### src/rtl/uart_byte_bridge_pkg.sv
// Shared UART constants: baud timing, bridge defaults and the bridge FSM encodings.
package uart_byte_bridge_pkg;

    localparam int CLK_HZ   = 50_000_000;
    localparam int BAUD     = 115_200;
    localparam int BAUD_DIV = CLK_HZ / BAUD;

    localparam int BYTE_W           = 8;
    localparam int DEF_DEPTH        = 8;
    localparam int DEF_BUSY_TIMEOUT = 15;

    typedef enum logic {
        C_IDLE,
        C_WAIT_LOW
    } cap_state_t;

    typedef enum logic [1:0] {
        T_IDLE,
        T_SEND,
        T_WAIT_BUSY,
        T_WAIT_DONE
    } tx_state_t;

endpackage

### src/rtl/uart_byte_bridge_fifo.sv
// Byte FIFO for the bridge: power-of-2 depth, wrapping pointers, registered occupancy count.
module byte_fifo
    import uart_byte_bridge_pkg::*;
#(
    parameter int DEPTH = DEF_DEPTH
) (
    input  logic              clk,
    input  logic              reset,
    input  logic              push,
    input  logic              pop,
    input  logic [BYTE_W-1:0] din,
    output logic [BYTE_W-1:0] dout,
    output logic [$clog2(DEPTH):0] count,
    output logic              full,
    output logic              empty
);

    localparam int AW = $clog2(DEPTH);
    localparam int CW = AW + 1;

    logic [BYTE_W-1:0] mem [DEPTH];
    logic [AW-1:0]     wr_ptr;
    logic [AW-1:0]     rd_ptr;
    logic              do_push;
    logic              do_pop;

    // Full/empty come from the registered count, so a push while full is
    // dropped even when a pop happens on the same edge.
    assign full    = (count == CW'(DEPTH));
    assign empty   = (count == '0);
    assign do_push = push && !full;
    assign do_pop  = pop && !empty;
    assign dout    = mem[rd_ptr];

    always_ff @(posedge clk) begin
        if (do_push) begin
            mem[wr_ptr] <= din;
        end
    end

    always_ff @(posedge clk or negedge reset) begin
        if (!reset) begin
            wr_ptr <= '0;
            rd_ptr <= '0;
            count  <= '0;
        end else begin
            if (do_push) wr_ptr <= wr_ptr + 1'b1;
            if (do_pop)  rd_ptr <= rd_ptr + 1'b1;
            case ({do_push, do_pop})
                2'b10:   count <= count + 1'b1;
                2'b01:   count <= count - 1'b1;
                default: count <= count;
            endcase
        end
    end

endmodule

### src/rtl/uart_byte_bridge.sv
// Buffers bytes from a UART receiver and forwards them, in order, to a UART transmitter.
module uart_byte_bridge
    import uart_byte_bridge_pkg::*;
#(
    parameter int DEPTH        = DEF_DEPTH,
    parameter int BUSY_TIMEOUT = DEF_BUSY_TIMEOUT
) (
    input  logic                   clk,
    input  logic                   reset,
    input  logic [BYTE_W-1:0]      rx_data,
    input  logic                   rx_ready,
    output logic                   rx_ack,
    output logic [BYTE_W-1:0]      tx_data,
    output logic                   tx_send,
    input  logic                   tx_busy,
    output logic [$clog2(DEPTH):0] count,
    output logic                   full,
    output logic                   empty,
    output logic                   overflow,
    output logic                   cap_state,
    output logic [1:0]             tx_state
);

    localparam int TMO_W = $clog2(BUSY_TIMEOUT + 2);

    // Handshakes: the receiver holds rx_ready high while rx_data is valid; we
    // take it once per high level and answer with a one-cycle rx_ack. Toward
    // the transmitter, tx_send pulses once while tx_busy is low, then we wait
    // for busy to rise (bounded by BUSY_TIMEOUT) and fall before the next byte.
    cap_state_t        cap_q;
    tx_state_t         tx_q;
    logic [TMO_W-1:0]  tmo_q;
    logic [BYTE_W-1:0] fifo_dout;
    logic              push;
    logic              pop;

    assign push      = (cap_q == C_IDLE) && rx_ready && !full;
    assign pop       = (tx_q == T_IDLE) && !empty && !tx_busy;
    assign cap_state = cap_q;
    assign tx_state  = tx_q;

    byte_fifo #(.DEPTH(DEPTH)) u_fifo (
        .clk   (clk),
        .reset (reset),
        .push  (push),
        .pop   (pop),
        .din   (rx_data),
        .dout  (fifo_dout),
        .count (count),
        .full  (full),
        .empty (empty)
    );

    always_ff @(posedge clk or negedge reset) begin
        if (!reset) begin
            cap_q    <= C_IDLE;
            rx_ack   <= 1'b0;
            overflow <= 1'b0;
        end else begin
            rx_ack <= 1'b0;
            case (cap_q)
                C_IDLE: begin
                    if (rx_ready) begin
                        rx_ack <= 1'b1;
                        cap_q  <= C_WAIT_LOW;
                        if (full) overflow <= 1'b1;
                    end
                end
                C_WAIT_LOW: begin
                    if (!rx_ready) cap_q <= C_IDLE;
                end
                default: cap_q <= C_IDLE;
            endcase
        end
    end

    always_ff @(posedge clk or negedge reset) begin
        if (!reset) begin
            tx_q    <= T_IDLE;
            tx_send <= 1'b0;
            tx_data <= '0;
            tmo_q   <= '0;
        end else begin
            tx_send <= 1'b0;
            case (tx_q)
                T_IDLE: begin
                    if (pop) begin
                        tx_data <= fifo_dout;
                        tx_q    <= T_SEND;
                    end
                end
                T_SEND: begin
                    tx_send <= 1'b1;
                    tmo_q   <= '0;
                    tx_q    <= T_WAIT_BUSY;
                end
                T_WAIT_BUSY: begin
                    // A transmitter that never raises busy must not stall the bridge.
                    if (tx_busy) begin
                        tx_q <= T_WAIT_DONE;
                    end else if (tmo_q == TMO_W'(BUSY_TIMEOUT)) begin
                        tx_q <= T_IDLE;
                    end else begin
                        tmo_q <= tmo_q + 1'b1;
                    end
                end
                T_WAIT_DONE: begin
                    if (!tx_busy) tx_q <= T_IDLE;
                end
                default: tx_q <= T_IDLE;
            endcase
        end
    end

endmodule

### config.mk
export PLATFORM = sky130hd
export DESIGN_NAME = uart_byte_bridge
export DESIGN_NICKNAME = d
export VERILOG_FILES = /design/src/rtl/uart_byte_bridge_pkg.sv /design/src/rtl/uart_byte_bridge_fifo.sv /design/src/rtl/uart_byte_bridge.sv
export SDC_FILE = /design/constraint.sdc
export NUM_CORES = 1
export LEC_CHECK = 0
export ABC_AREA = 1
export BUFFER_PORTS_ARGS = -buffer_cell sky130_fd_sc_hd__buf_4
export CAP_MARGIN = 40
export CORE_MARGIN = 8
export CORE_UTILIZATION = 55
export DETAILED_ROUTE_END_ITERATION = 12
export GPL_TIMING_DRIVEN = 1
export PLACE_DENSITY = 0.77
export REMOVE_ABC_BUFFERS = 1
export SKIP_CTS_REPAIR_TIMING = 1
export SLEW_MARGIN = 20
export SYNTH_ARGS = -nofsm -noshare
export SYNTH_HDL_FRONTEND = slang
export SYNTH_SLANG_ARGS = --single-unit
### constraint.sdc
create_clock -name clk -period 2.7 [get_ports clk]
set_input_delay 0.405 -clock clk [delete_from_list [all_inputs] [get_ports clk]]
set_output_delay 0.405 -clock clk [all_outputs]
set_load 0.05 [all_outputs]
==> results.toml <==
[clock_tree]
clkTransAtPathRegs_ns = 0.08
h-tree-depth = 3
cts_tree = "yes"
clock_sinks = 93
cts-root-buf = "clkbuf_8"
cts_made_buffers = 9
insertion_delay_ns = 0.36
clockBufferDepth = 2

[logic_synthesis]
netlist_top_cells_area = "edfxtp_1 49%, dfrtp_1 18%, nor2_1 7.3%"
synth_top_area_cell = "edfxtp_1"
synthDistinctLibCells = 30
yosysSeqAreaShare_pct = 67.09
synth_top_area_share_pct = 48.70
synth_edf_count = 64
netlist_area_mm2 = 0.003946
yosysWarnings = 0
synth_seq_cells = 93
async_flop_share_pct = 31.18
ys.flop_type = "edfxtp_1"
netlist_instances = 354
synth.avg_cell_area_um2 = 11.15

[sta]
slew_violations = 0
worst_pin_slew_ns = 0.5604
hold_viol_final = 0
post-route-period-util_pct = 85.02
min_period_ns = 2.296
fmax_ghz = 0.4356
fin_setup_tns_ns = 0
slew_headroom_pct = 62.60
rsz0062_at_grt = "no"
fin_ws_ns = 0.4043
finalSetupViolCount = 0
hold_slack_ns = 0.1692
clock-skew-final_ns = 0.01081

[final_layout]
multi_input_area_mm2 = 0.001135
regArea_mm2 = 0.002648
nFillCells = 560
drive_above_1_share_pct = 18.69
fin_nets = 410
area_growth_pct = 12.87
antennaDiodeCount = 0

[drt]
vias = 2576
drtPass1Iterations = 4
wl_per_cell_um = 15.50
ant_nets = 0
routed_via_density = 5.204
drc = 0
drt_wl_total_um = 7671
first_iter_violations = 148

[run_status]
status = "finished, final reports clean"

[worst_setup_path]
start_kind = "flop"
criticalPathCategory = "flop to flop"
worstSetupEndpointType = "flop"
crit_fanout = 13
crit_required_ns = 2.93
cp_data_arrival_time_ns = 2.53

[floorplanning]
fp.dieH_um = 100.7
num_io_pins = 32
num_rows = 31
die_x_um = 100.7
start_util_pct = 55.60
core_mm2 = 0.007098
die_area_mm2 = 0.01014

[grt]
grt_pass1_vias = 2540
grt_max_degree = 35
globalRouteOverflowTotal = 0
track_usage_pct = 16.60
grt_pass1_wl_um = 12630
antenna_found_initial = 0

[power]
powerDensity_mw_per_mm2 = 1102
fin_total_pwr_mw = 4.910
p_leak_nw = 1.790
vdd_drop_max_mv = 0.4954

[place]
port_buffers = 31
place_hpwl_um = 5118
place_ws_ns = 0.4768
gp_congestion = 0.8038

[flow_run]
cap_violations = 0

[worst_hold_path]
holdCritPathClass = "primary input to flop"
==> synthesized netlist by cell type, types with 4 or more instances <==
library cell,number
inv_2,4
o21ai_0,34
nor2_2,7
nand2_2,5
nand3_1,30
ha_1,7
edfxtp_1,64
buf_4,5
dfrtp_1,29
nor2_1,77
inv_1,15
nand2_1,41
xor2_1,4
a21oi_1,6
==> path summary, 6_finish.rpt <==
path | startpoint | endpoint | slack (ns) | cells after the start
min | rx_ready | cap_state$_DFF_PN0_ | 0.17 | 1
min reg2reg | overflow$_DFFE_PN0P_ | overflow$_DFFE_PN0P_ | 0.47 | 1
max reg2reg | tx_state[0]$_DFFE_PN0P_ | u_fifo.count[2]$_DFFE_PN0P_ | 0.40 | 11
min in group asynchronous | reset | tx_data[7]$_DFFE_PN0P_ | 0.50 | 2
max | tx_state[0]$_DFFE_PN0P_ | u_fifo.count[2]$_DFFE_PN0P_ | 0.40 | 11
max in group asynchronous | reset | tmo_q[1]$_DFFE_PN0P_ | 1.93 | 2
==> stage by stage <==
stage	cell area, µm²	util, %	cells
after detailed placement	4263	60.06	478
after floorplan	3861	-	342
after global placement	4263	60.06	478
after CTS	4444	62.61	494
after global routing	4454	62.75	495
final	4454	62.75	495
==> metal layers <==
layer  up-vias  global-route usage [%]  wire, µm
met2        50                   26.95      3710
met4         0                   8.372       175
met1      1239                   20.59      3487
met3        14                   3.315       297
li1       1273                       -         -
met5         -                       0         0
==> power breakdown <==
group	internal [mW]	leakage, nW	switching [mW]
logic	0.644	0.764	1.46
registers	1.78	0.936	0.187
clock network	0.347	0.0898	0.497
total	2.77	1.79	2.14
==> final cells by class <==
cell class,count,share of cell area (%)
clock inverters,7,1.292
inverters,21,1.770
repair buffers,38,6.461
well taps,99,2.781
multi-input cells,228,25.48
flip-flops and latches,93,59.44
clock buffers,9,2.781
==> placed cells by master (no fill, tap or decap), drive strengths merged, types with 5 or more instances in the layout <==
cell and instances:
nand2 46, edfxtp 64, inv 22, nor2 86, o21ai 38, ha 7
clkbuf 9, nand3 32, a21oi 6, dfrtp 29, clkinv 5, buf 37
==> worst max-delay path, stage by stage, from the launching register on <==
cell and delay, ns:
dfrtp_1 0.44, nor2_2 0.20, nand2_2 0.09, nor2_4 0.33
ha_1 0.28, nand2_1 0.08, inv_1 0.08, nor2_1 0.06
ha_1 0.19, a21oi_1 0.18, xor2_1 0.17, o21ai_0 0.09
==> sequential cells by signal, summed over array words and instances (netlist names) <==
register,flops
u_fifo.mem,64
u_fifo.rd_ptr,3
overflow,1
u_fifo.count,4
tmo_q,5
cap_state,1
tx_state,2
rx_ack,1
u_fifo.wr_ptr,3
tx_send,1
tx_data,8
==> logic make-up (layout without fill, tap and decap cells) <==
logic type,count (synthesis),after routing,synth area share [%]
AND/OR/NAND/NOR,166,166,18.39
flip-flops,93,93,67.09
AO/OA/AOI/OAI,49,49,6.817
buffers and inverters,33,75,4.153
adder cells (fa/ha/maj),7,7,2.219
XOR/XNOR,6,6,1.332
Note: power is estimated with default switching activity, not from simulation.
